<file path="src/rtl/bus_master_interface.sv">
// Initiator endpoint for the shared Yutorina bus.
// Turns a one-cycle CPU access into request/grant, strobe and ready.
module bus_master_interface #(
  parameter int ADDRESS_WIDTH = 30,
  parameter int DATA_WIDTH    = 32,
  parameter int TIMEOUT       = 255
) (
  input  logic                     clock,
  input  logic                     reset,
  input  logic                     cpu_request,
  input  logic                     cpu_read_write,
  input  logic [ADDRESS_WIDTH-1:0] cpu_address,
  input  logic [DATA_WIDTH-1:0]    cpu_write_data,
  output logic                     cpu_busy,
  output logic                     cpu_done,
  output logic                     cpu_error,
  output logic [DATA_WIDTH-1:0]    cpu_read_data,
  output logic                     master_request_,
  input  logic                     master_grant_,
  output logic [ADDRESS_WIDTH-1:0] master_address,
  output logic                     master_address_strobe_,
  output logic                     master_read_write,
  output logic [DATA_WIDTH-1:0]    master_write_data,
  input  logic [DATA_WIDTH-1:0]    master_read_data,
  input  logic                     master_ready_
);

  localparam int CW = $clog2(TIMEOUT + 1);
  localparam logic [CW-1:0] TIMEOUT_C = CW'(TIMEOUT);

  localparam logic [1:0] ST_IDLE    = 2'd0;
  localparam logic [1:0] ST_REQUEST = 2'd1;
  localparam logic [1:0] ST_ACCESS  = 2'd2;
  localparam logic [1:0] ST_WAIT    = 2'd3;

  logic [1:0]               state;
  logic [CW-1:0]            counter;
  logic [ADDRESS_WIDTH-1:0] lat_address;
  logic                     lat_read_write;
  logic [DATA_WIDTH-1:0]    lat_write_data;

  always_ff @(posedge clock) begin
    if (reset) begin
      state                  <= ST_IDLE;
      counter                <= '0;
      lat_address            <= '0;
      lat_read_write         <= 1'b1;
      lat_write_data         <= '0;
      cpu_busy               <= 1'b0;
      cpu_done               <= 1'b0;
      cpu_error              <= 1'b0;
      cpu_read_data          <= '0;
      master_request_        <= 1'b1;
      master_address         <= '0;
      master_address_strobe_ <= 1'b1;
      master_read_write      <= 1'b1;
      master_write_data      <= '0;
    end else begin
      cpu_done  <= 1'b0;
      cpu_error <= 1'b0;
      unique case (state)
        ST_IDLE: begin
          if (cpu_request) begin
            lat_address     <= cpu_address;
            lat_read_write  <= cpu_read_write;
            lat_write_data  <= cpu_write_data;
            master_request_ <= 1'b0;
            cpu_busy        <= 1'b1;
            state           <= ST_REQUEST;
          end
        end
        ST_REQUEST: begin
          if (!master_grant_) begin
            master_address         <= lat_address;
            master_read_write      <= lat_read_write;
            master_write_data      <= lat_write_data;
            master_address_strobe_ <= 1'b0;
            counter                <= CW'(1);
            state                  <= ST_ACCESS;
          end
        end
        ST_ACCESS, ST_WAIT: begin
          master_address_strobe_ <= 1'b1;
          // ready wins over timeout when both land on the same cycle
          if (!master_ready_ || counter == TIMEOUT_C) begin
            cpu_done          <= 1'b1;
            cpu_busy          <= 1'b0;
            master_request_   <= 1'b1;
            master_address    <= '0;
            master_read_write <= 1'b1;
            master_write_data <= '0;
            counter           <= '0;
            state             <= ST_IDLE;
            if (!master_ready_) begin
              if (lat_read_write) cpu_read_data <= master_read_data;
            end else begin
              cpu_error <= 1'b1;
            end
          end else begin
            counter <= counter + 1'b1;
            state   <= ST_WAIT;
          end
        end
        default: state <= ST_IDLE;
      endcase
    end
  end

endmodule

</file>
<file path="config.mk">
export PLATFORM = sky130hd
export DESIGN_NAME = bus_master_interface
export DESIGN_NICKNAME = d
export VERILOG_FILES = /design/src/rtl/bus_master_interface.sv
export SDC_FILE = /design/constraint.sdc
export NUM_CORES = 1
export LEC_CHECK = 0
export CAP_MARGIN = 30
export CORE_MARGIN = 2
export CORE_UTILIZATION = 45
export DETAILED_ROUTE_END_ITERATION = 6
export HOLD_SLACK_MARGIN = 0.15
export PLACE_DENSITY = 0.77
export SLEW_MARGIN = 5
export SYNTH_ARGS = -nofsm -noshare
export SYNTH_HDL_FRONTEND = slang
export SYNTH_SLANG_ARGS = --single-unit
</file>
<file path="constraint.sdc">
create_clock -name clock -period 2.34 [get_ports clock]
set_input_delay 0.702 -clock clock [delete_from_list [all_inputs] [get_ports clock]]
set_output_delay 0.702 -clock clock [all_outputs]
set_load 0.01 [all_outputs]
</file>
==> flow_summary_export.csv <==
group,metric,value,unit
cts,cts-buffers-inserted,17,
worst_setup_path,crit_start,"master_write_data[31]$_SDFFE_PP0P_",
global_route,grt_usage,0.226,
place,post-place-ws,13.7,ps
final_layout,fin_nets,923,
floorplan,core_area,12700,µm²
worst_setup_path,r2r-start,"counter[0]$_SDFFE_PP0P_",
detailed_routing,via_per_inst,5.25,
final_layout,drive_gt1_frac,0.0671,
synthesis,syn_avg_cell_area,9.31,µm²
sta,fin_skew,6.56,ps
synthesis,synth_area,5920,µm²
synthesis,ys_warn_count,0,
global_route,antenna_found_initial,0,
final_layout,antenna_cells,0,
worst_setup_path,rrSetupSlack,600,ps
cts,cts_tree,"built",
worst_setup_path,r2r_end,"master_write_data[13]$_SDFFE_PP0P_",
pwr,p_leak,3.20,nW
synthesis,syn_nets,737,
worst_setup_path,path_buf_inv,1,
worst_setup_path,critPathMaxFanout,2,
global_route,grt_pass1_vias,5193,
cts,clockRootBuffer,"clkbuf_16",
worst_setup_path,reg2reg_depth,6,
cts,path_clk_slew,60,ps
floorplan,die_height,119,µm
global_route,grt.overflow.total,0,
worst_setup_path,cpMaxStageDelayCell,"clkdlybuf4s50_1",
sta,setup_violations,0,
sta,timing_worst_slew_pin_value,488,ps
sta,min_period,2070,ps
cts,cts_sinks,173,
final_layout,stdcell_count,1006,
worst_setup_path,worstSetupEndpoint,"master_write_data[31]",
synthesis,netlist_instances,636,
cts,cts-htree-levels,4,
sta,fin_tns_setup,0,ps
worst_setup_path,crit_type,"flip-flop to output pin",
detailed_routing,ant_nets,0,
detailed_routing,wl_per_cell,15.8,µm
place,dp_hpwl,11.0,mm
detailed_routing,vias,5281,
sta,holdWs,455,ps
floorplan,placementRows,41,
sta,slew_violations,0,
sta,fin_crit_sh,0.883,
worst_setup_path,start_kind,"flip-flop",
cts,cts_resized,0,
global_route,grt_pass1_wl,25.7,mm
sta,rsz0062_at_grt,"false",
final_layout,regArea,3460,µm²
final_layout,syn2layout_area_growth,46.0,%
run,cap_violations,0,
place,port_buffers,199,
status,status,"finished, final reports clean",
detailed_routing,drt_wl_total,15.9,mm
worst_setup_path,critical_path.top_delay_family,"buffers and inverters",
synthesis,synth_seq_cells,173,
place,gp_congestion,0.821,
sta,timing.final.ws_setup,273,ps
min_path,hp-class,"flip-flop to flip-flop",
final_layout,final_util,0.679,
detailed_routing,first_pass_iters,5,
pwr,vdd_ir_drop_max,0.433,mV
worst_setup_path,critPathArrivalTime,1360,ps
final_layout,nFillCells,1001,
detailed_routing,dr.first_iter.drc_count,572,
detailed_routing,drc,0,
worst_setup_path,crit_path_end_kind,"output pin",
worst_setup_path,worstSetupPathDepth,1,
worst_setup_path,cp_slowest_stage_delay,590,ps
cts,cts_hold_buf,0,
global_route,grt_max_degree,44,
worst_setup_path,required,1640,ps
min_path,holdPathStages,2,
sta,max_freq,484,MHz
sta,hold_viol,0,
pwr,power_density,769,nW/µm²
place,placedCellCount,975,
synthesis,synth_cell_type_count,38,
cts,clkLatencyLatePin,420,ps
floorplan,die-area,14100,µm²
sta,slew_headroom,0.674,
cts,clockBufferDepth,2,
synthesis,seq_area_frac_synth,0.585,
cts,post_cts_buffers,0,
floorplan,die_width,119,µm
floorplan,initial_core_util,0.465,
worst_setup_path,crit_chain,"clkdlybuf4s50_1",
final_layout,multi_input_area,2140,µm²
floorplan,ios,200,
[cell families after synthesis]
logic type | after synthesis | share of synthesized area
flip-flops | 173 | 0.585
XOR/XNOR | 2 | 0.00296
adder cells (fa/ha/maj) | 1 | 0.00211
buffers and inverters | 52 | 0.0550
AND/OR/NAND/NOR | 230 | 0.154
AO/OA/AOI/OAI | 178 | 0.200
[stage by stage]
| step | cell area [µm²] | power (mW) |
|---|---|---|
| after global routing | 8640 | 6.89 |
| after global placement | 8040 | 3.83 |
| after CTS | 8640 | 6.71 |
| final | 8640 | 6.65 |
| after floorplan | 5920 | 3.52 |
| after detailed placement | 8040 | 3.85 |
[Yosys cell counts]
| cell | number | area, µm² |
|---|---|---|
| dfxtp_1 | 173 | 3460 |
| xor2_1 | 1 | 8.76 |
| nor2b_1 | 1 | 6.26 |
| nand2_1 | 203 | 762 |
| a22o_1 | 62 | 543 |
| a211oi_1 | 3 | 22.5 |
| buf_6 | 1 | 11.3 |
| buf_2 | 7 | 35.0 |
| nand3_1 | 4 | 20.0 |
| a31o_2 | 1 | 8.76 |
| a22oi_1 | 2 | 15.0 |
| and4_4 | 1 | 11.3 |
| buf_1 | 10 | 37.5 |
| nand4_1 | 1 | 6.26 |
| nor3_1 | 1 | 5.00 |
| buf_12 | 7 | 140 |
| ha_1 | 1 | 12.5 |
| a32o_1 | 1 | 10.0 |
| and4_1 | 1 | 8.76 |
| a211oi_4 | 1 | 20.0 |
| a21oi_1 | 98 | 490 |
| and3_1 | 1 | 6.26 |
| a311oi_1 | 2 | 17.5 |
| and2_1 | 3 | 18.8 |
| a31oi_1 | 2 | 12.5 |
| and2b_1 | 1 | 7.51 |
| o2111ai_1 | 1 | 8.76 |
| nor2_1 | 10 | 37.5 |
| clkbuf_1 | 24 | 90.1 |
| a211o_1 | 1 | 8.76 |
| a2bb2oi_1 | 1 | 8.76 |
| nand3b_1 | 1 | 7.51 |
| o21ai_0 | 2 | 10.0 |
| o211a_1 | 1 | 10.0 |
| inv_1 | 3 | 11.3 |
| or4_1 | 1 | 7.51 |
| xnor2_1 | 1 | 8.76 |
| and2_4 | 1 | 8.76 |
[cell usage in the layout, fill, tap and decap left out, drive strengths merged, types with 3 or more instances in the layout]
cell / n
nand2: 203
a21oi: 98
bufinv: 3
nor2: 10
a22o: 62
clkinv: 5
inv: 4
a211oi: 4
buf: 18
nand3: 4
clkinvlp: 4
clkbuf: 18
clkdlybuf4s50: 198
dfxtp: 173
and2: 4
[how the worst min path moves through the flow]
stage | from | endpoint | slack, ps
floorplan | lat_address[0]$_SDFFE_PP0P_ | lat_address[0]$_SDFFE_PP0P_ | 440
global placement | master_request_$_SDFFE_PP1P_ | master_request_$_SDFFE_PP1P_ | 430
detailed placement | cpu_busy$_SDFFE_PP0P_ | cpu_busy$_SDFFE_PP0P_ | 450
CTS | cpu_read_data[2]$_SDFFE_PP0P_ | cpu_read_data[2]$_SDFFE_PP0P_ | 450
global route | cpu_read_data[23]$_SDFFE_PP0P_ | cpu_read_data[23]$_SDFFE_PP0P_ | 460
finish | lat_address[17]$_SDFFE_PP0P_ | lat_address[17]$_SDFFE_PP0P_ | 450
[registers in the layout (all words and copies together), names as in the netlist, 2 cells and up]
register and flops:
lat_write_data 32, lat_address 30, master_address 30, master_write_data 32, counter 8, cpu_read_data 32
state 2
[layout make-up]
cell class | instances | area share
Inverter | 3 | 0.00130
Tap cell | 172 | 0.0249
Clock buffer | 18 | 0.0508
Timing Repair Buffer | 216 | 0.255
Sequential cell | 173 | 0.401
Clock inverter | 13 | 0.0194
Multi-Input combinational cell | 411 | 0.248
[metal layers]
metal  global-route usage  vias to the layer above  routed length, µm
met5                    0                        -                  0
met4               0.0796                        0                268
met3               0.0859                       22               1490
met2                0.366                      236               7540
met1                0.274                     2486               6590
li1                     -                     2537                  -
[where the power goes]
group | leakage [nW] | total, mW | switching (mW) | internal, mW
Combinational | 1.50 | 0.654 | 0.315 | 0.338
Clock | 0.286 | 2.86 | 1.15 | 1.71
Sequential | 1.41 | 3.14 | 0.0710 | 3.06
(Power assumes the default switching activity.)
